**src/rtl/vector_instr_sequencer_if.sv**
```systemverilog
// Program-load and issue bundle for the vector instruction sequencer.
// master = software/driver side, slave = sequencer side.
interface vector_instr_sequencer_if #(
  parameter int AW = 4
);
  logic          prog_we;
  logic [AW-1:0] prog_addr;
  logic [12:0]   prog_data;
  logic [AW:0]   prog_len;
  logic          start;
  logic          pause;
  logic [12:0]   instruction_set;
  logic          instr_valid;
  logic [AW-1:0] pc;
  logic          busy;
  logic          done;
  logic          wr_reject;

  modport master (
    output prog_we, prog_addr, prog_data,
    output prog_len, start, pause,
    input  instruction_set, instr_valid,
    input  pc, busy, done, wr_reject
  );

  modport slave (
    input  prog_we, prog_addr, prog_data,
    input  prog_len, start, pause,
    output instruction_set, instr_valid,
    output pc, busy, done, wr_reject
  );
endinterface

```
**src/rtl/vector_instr_sequencer.sv**
```systemverilog
// Replays a loaded instruction program into the vector processor,
// inserting per-opcode settle gaps between issues.
module vector_instr_sequencer #(
  parameter int DEPTH   = 16,
  parameter int AW      = 4,
  parameter int MEM_GAP = 0,
  parameter int ALU_GAP = 2
) (
  input  logic clk,
  input  logic reset,
  vector_instr_sequencer_if.slave bus
);

  typedef enum logic [2:0] {
    S_IDLE,
    S_FETCH,
    S_ISSUE,
    S_WAIT,
    S_DONE
  } state_t;

  localparam logic [7:0]  MG  = 8'(MEM_GAP);
  localparam logic [7:0]  AG  = 8'(ALU_GAP);
  localparam logic [AW:0] ONE = (AW+1)'(1);

  state_t        state;
  state_t        state_nx;
  logic [12:0]   mem [DEPTH];
  logic [AW:0]   len;
  logic [AW-1:0] pc;
  logic [7:0]    cnt;
  logic [7:0]    gap;
  logic [12:0]   instr;
  logic          wr_rej;
  logic          last;
  logic          adv;
  logic          go;

  assign gap  = instr[12] ? AG : MG;
  assign last = ({1'b0, pc} == (len - ONE));
  assign go   = (state == S_IDLE) && bus.start;
  assign adv  = ((state == S_ISSUE) && (gap == 8'd0))
             || ((state == S_WAIT) && !bus.pause
                 && (cnt == 8'd1));

  always_ff @(posedge clk or negedge reset) begin
    if (!reset) state <= S_IDLE;
    else        state <= state_nx;
  end

  always_comb begin
    state_nx = state;
    unique case (state)
      S_IDLE: begin
        if (go)
          state_nx = (bus.prog_len != '0) ? S_FETCH
                                          : S_DONE;
      end
      S_FETCH: begin
        if (!bus.pause) state_nx = S_ISSUE;
      end
      S_ISSUE: begin
        if (gap != 8'd0) state_nx = S_WAIT;
        else             state_nx = last ? S_DONE : S_FETCH;
      end
      S_WAIT: begin
        if (adv) state_nx = last ? S_DONE : S_FETCH;
      end
      S_DONE:  state_nx = S_IDLE;
      default: state_nx = S_IDLE;
    endcase
  end

  always_comb begin
    bus.busy        = 1'b1;
    bus.instr_valid = 1'b0;
    bus.done        = 1'b0;
    unique case (state)
      S_IDLE:  bus.busy        = 1'b0;
      S_ISSUE: bus.instr_valid = 1'b1;
      S_DONE:  bus.done        = 1'b1;
      default: ;
    endcase
  end

  // Buffer content survives reset; only IDLE writes land.
  always_ff @(posedge clk) begin
    if (bus.prog_we && (state == S_IDLE))
      mem[bus.prog_addr] <= bus.prog_data;
  end

  always_ff @(posedge clk or negedge reset) begin
    if (!reset) begin
      len    <= '0;
      pc     <= '0;
      cnt    <= '0;
      instr  <= '0;
      wr_rej <= 1'b0;
    end else begin
      wr_rej <= bus.prog_we && (state != S_IDLE);
      if (go && (bus.prog_len != '0)) begin
        len <= bus.prog_len;
        pc  <= '0;
      end else if (adv && !last) begin
        pc  <= pc + AW'(1);
      end
      // The synchronous read lands directly in the issue register.
      if ((state == S_FETCH) && !bus.pause)
        instr <= mem[pc];
      if (state == S_ISSUE)
        cnt <= gap;
      else if ((state == S_WAIT) && !bus.pause)
        cnt <= cnt - 8'd1;
    end
  end

  assign bus.instruction_set = instr;
  assign bus.pc              = pc;
  assign bus.wr_reject       = wr_rej;

endmodule

```
**src/flat_wrapper.sv**
```systemverilog
// flat-port wrapper written by rule: the top's interface ports become plain ports
module vector_instr_sequencer_flat 
#(
  parameter int DEPTH   = 16,
  parameter int AW      = 4,
  parameter int MEM_GAP = 0,
  parameter int ALU_GAP = 2
)
  (clk, reset, bus_prog_we, bus_prog_addr, bus_prog_data, bus_prog_len, bus_start, bus_pause, bus_instruction_set, bus_instr_valid, bus_pc, bus_busy, bus_done, bus_wr_reject);
  vector_instr_sequencer_if #(.AW(AW)) bus_i ();
  input  logic clk;
  input  logic reset;
  input wire logic [$bits(bus_i.prog_we)-1:0] bus_prog_we;
  input wire logic [$bits(bus_i.prog_addr)-1:0] bus_prog_addr;
  input wire logic [$bits(bus_i.prog_data)-1:0] bus_prog_data;
  input wire logic [$bits(bus_i.prog_len)-1:0] bus_prog_len;
  input wire logic [$bits(bus_i.start)-1:0] bus_start;
  input wire logic [$bits(bus_i.pause)-1:0] bus_pause;
  output wire logic [$bits(bus_i.instruction_set)-1:0] bus_instruction_set;
  output wire logic [$bits(bus_i.instr_valid)-1:0] bus_instr_valid;
  output wire logic [$bits(bus_i.pc)-1:0] bus_pc;
  output wire logic [$bits(bus_i.busy)-1:0] bus_busy;
  output wire logic [$bits(bus_i.done)-1:0] bus_done;
  output wire logic [$bits(bus_i.wr_reject)-1:0] bus_wr_reject;
  assign bus_i.prog_we = bus_prog_we;
  assign bus_i.prog_addr = bus_prog_addr;
  assign bus_i.prog_data = bus_prog_data;
  assign bus_i.prog_len = bus_prog_len;
  assign bus_i.start = bus_start;
  assign bus_i.pause = bus_pause;
  assign bus_instruction_set = bus_i.instruction_set;
  assign bus_instr_valid = bus_i.instr_valid;
  assign bus_pc = bus_i.pc;
  assign bus_busy = bus_i.busy;
  assign bus_done = bus_i.done;
  assign bus_wr_reject = bus_i.wr_reject;
  vector_instr_sequencer #(.DEPTH(DEPTH), .AW(AW), .MEM_GAP(MEM_GAP), .ALU_GAP(ALU_GAP)) u_core (.clk(clk), .reset(reset), .bus(bus_i));
endmodule
```
**config.mk**
```make
export PLATFORM = sky130hd
export DESIGN_NAME = vector_instr_sequencer_flat
export DESIGN_NICKNAME = d
export VERILOG_FILES = /design/src/rtl/vector_instr_sequencer_if.sv /design/src/rtl/vector_instr_sequencer.sv /design/src/flat_wrapper.sv
export SDC_FILE = /design/constraint.sdc
export NUM_CORES = 1
export LEC_CHECK = 0
export ABC_CLOCK_PERIOD_IN_PS = 2900
export BUFFER_PORTS_ARGS = -buffer_cell sky130_fd_sc_hd__buf_4
export CORE_ASPECT_RATIO = 0.5
export CORE_MARGIN = 5
export CORE_UTILIZATION = 40
export CTS_BUF_LIST = sky130_fd_sc_hd__clkbuf_8 sky130_fd_sc_hd__clkbuf_16
export CTS_CLUSTER_DIAMETER = 100
export DETAILED_ROUTE_END_ITERATION = 8
export PLACE_DENSITY = 0.68
export SLEW_MARGIN = 5
export SYNTH_ARGS = -nofsm -noshare
export SYNTH_HDL_FRONTEND = slang
export SYNTH_SLANG_ARGS = --single-unit
```
**constraint.sdc**
```tcl
create_clock -name clk -period 2.9 [get_ports clk]
set_input_delay 0 -clock clk [delete_from_list [all_inputs] [get_ports clk]]
set_output_delay 0 -clock clk [all_outputs]
set_load 0.005 [all_outputs]
```
==> impl_metrics.py <==
metrics = {
    "yosys": {
        "ys_top_cells_by_count": "208 x edfxtp_1, 35 x mux2_2, 34 x dfrtp_1",
        "syn_nets": 604,
        "syn_inst": 573,
        "syn_area_per_cell_um2": 17.2,
        "synth-edff-count": 208,
        "yosys-top-cells-area": "edfxtp_1 64%, dfrtp_1 8.7%, mux4_2 6.0%, mux2_2 4.0%, mux2i_1 3.4%",
        "synth_top_cell_by_area": "edfxtp_1",
        "ys_warn_count": 0,
        "yosysMostFrequentCell": "edfxtp_1",
        "post-synth-top-area-fraction": 0.635,
        "ys_seq_elements": 242,
        "ys_seq_area_frac": 0.722,
        "syn_area_um2": 9830,
        "synthFlopType": "edfxtp_1",
        "postSynth.asyncResetShare": 0.140,
        "synth_cell_types": 44,
    },
    "timing": {
        "whs_ps": 14.9,
        "maxSlewHeadroom": 0.559,
        "hold_viol": 0,
        "rsz0062_at_grt": "no",
        "fin_tns_setup_ps": 0,
        "fin_crit_sh": 0.939,
        "worst_pin_slew_ps": 661,
        "final_max_slew_viol_count": 0,
        "clock.fmax_mhz": 367,
        "fin_skew_ps": 17.4,
        "period_minus_slack_ps": 2720,
        "layout_setup_ws_ps": 176,
        "setup_violations": 0,
    },
    "clock_network": {
        "clk_latency_ps": 510,
        "root_buffer": "clkbuf_16",
        "cts.sinks": 242,
        "clock_path_buffers": 3,
        "htree_levels": 1,
        "cts_tree": "done",
        "cts_buffers": 23,
        "path_clk_slew_ps": 60,
    },
    "cells_and_area": {
        "antenna_cells": 0,
        "final_cells": 1039,
        "area_growth_pct": 19.9,
        "drive_above_1_share": 0.279,
        "ff_latch_area_um2": 7100,
        "fill_cells": 1989,
        "multi_input_area_um2": 2570,
        "nets": 717,
    },
    "floorplanning": {
        "io_pins": 48,
        "start_util": 0.408,
        "chipWidth_um": 232,
        "die_h_um": 121,
        "rows": 40,
        "die_area_um2": 28000,
        "core_region_area_um2": 24100,
    },
    "outcome": {
        "status": "finished clean",
    },
    "detailed_routing": {
        "drt_first_pass_iters": 5,
        "wire_per_inst_um": 20.1,
        "drt_wl_total_um": 20900,
        "viasPerCell": 5.19,
        "drc": 0,
        "vias": 5395,
        "drtIter0Drc": 493,
        "ant_nets": 0,
    },
    "placed_design": {
        "portBuffers": 47,
        "gp_congestion": 0.798,
        "dp_cells": 970,
        "dp_slack_ps": 734,
        "dp.final_hpwl_um": 13500,
    },
    "critical_path": {
        "critPathKind": "flip-flop to flip-flop",
        "cp_max_fo": 12,
        "crit_start": "u_core.state[1]",
        "cp-end-kind": "flip-flop",
        "cp.arrival_ps": 3160,
        "r2r_start": "u_core.state[1]",
        "startpoint_type": "flip-flop",
        "required_ps": 3340,
    },
    "grt": {
        "grt_max_degree": 44,
        "grt_usage": 0.151,
        "grt_pass1_vias": 5622,
        "antenna_found_initial": 0,
        "grt_pass1_wl_um": 32800,
        "grt.overflow.total": 0,
    },
    "job": {
        "maxCapViolations": 0,
    },
    "pwr": {
        "leakagePower_nw": 4.06,
        "ir_drop_mv": 0.438,
        "cellPowerDensity_nw_per_um2": 797,
        "power_mw": 9.40,
    },
    "hold_path": {
        "worstHoldPathType": "primary input to async pin",
    },
}
[metrics by stage]
stage,utilization,cell area [um2]
after floorplan,-,9830
after CTS,0.490,11800
after detailed placement,0.449,10800
after global placement,0.449,10800
after global routing,0.490,11800
final,0.490,11800
[metal layers]
metal,track usage,routed length (um),share of wire
met4,0.0354,396,0.019
met2,0.249,9960,0.48
met3,0.0267,1210,0.058
met5,0,0,0
met1,0.212,9330,0.45
[timing repair]
item                                    CTS  global route
setup buffers                             0             0
hold buffers                             27             0
resized for setup                         0             3
hold endpoints to repair                253             0
endpoints found under the setup margin    0             2
[cell type report]
| class | instances | share of cell area |
|---|---|---|
| Inverter | 11 | 0.00350 |
| Multi-Input combinational cell | 293 | 0.218 |
| Sequential cell | 242 | 0.603 |
| Clock inverter | 14 | 0.00541 |
| Timing Repair Buffer | 115 | 0.0800 |
| Tap cell | 336 | 0.0357 |
| Clock buffer | 28 | 0.0547 |
[sequential cells by signal, summed over array words and instances, names as in the netlist]
| name | cells |
|---|---|
| u_core.bus.wr_reject | 1 |
| u_core.bus.pc | 4 |
| u_core.cnt | 8 |
| u_core.bus.instruction_set | 13 |
| u_core.mem | 208 |
| u_core.state | 3 |
| u_core.len | 5 |
[path summary, 6_finish.rpt]
path | depth (start not counted) | slack, ps | end
setup / recovery | 9 | 180 | u_core.len[1]
hold / removal | 2 | 10 | u_core.bus.instruction_set[1]
setup reg to reg | 9 | 180 | u_core.len[1]
hold reg to reg | 2 | 520 | u_core.bus.instruction_set[10]
max in group asynchronous | 2 | 2470 | u_core.bus.pc[0]
min in group clk | 3 | 30 | u_core.mem[2][6]
[cell usage in the layout, fill, tap and decap left out, types with 2 or more instances in the layout]
cell           synthesis  routed
mux2i_1               33      33
clkbuf_8               0       5
buf_4                  6      87
xnor2_1                4       4
nor2_1                30      30
and2_1                 3       2
nor3_1                18      14
nor3_2                 0       4
or3_1                  6       6
dfrtp_2                0       3
inv_1                 11      21
nand2_1               10      10
clkinv_2               0       2
xor2_1                 6       6
nor3b_1                3       3
edfxtp_1             208     208
nand2b_1               6       6
o31ai_1                8       8
mux4_2                26      26
clkbuf_16              0      23
dlygate4sd3_1          0      27
o21bai_1              15      15
nand3_1                6       6
dfrtp_1               34      30
o21ai_0               21      21
mux2_2                35      35
o22ai_1               13      13
a21oi_1               24      24
ha_1                   4       4
a221o_1                6       6
[worst max-delay path: stages (launching register included)]
cell and delay (ps):
dfrtp_2 480, nor3_1 200, buf_4 180, inv_1 80, a21oi_1 200, and2_2 230
nand2_1 70, dlygate4sd3_1 560, o21ai_0 70, dlygate4sd3_1 570
[logic make-up (layout without fill, tap and decap cells)]
family | Yosys count | in the layout | share of synthesized area
compound gates | 92 | 92 | 0.0601
xor+xnor | 11 | 11 | 0.0112
fa+ha+maj | 4 | 4 | 0.00509
buf+inv | 38 | 168 | 0.0188
flops | 242 | 242 | 0.722
mux | 94 | 94 | 0.133
simple gates | 92 | 92 | 0.0499
[report_power, final]
group | switching, mW | internal (mW) | leakage (nW)
clock network | 1.21 | 1.57 | 0.385
registers | 0.274 | 3.98 | 2.28
logic | 1.10 | 1.26 | 1.40
No activity file was read; power rests on OpenSTA's default activity.
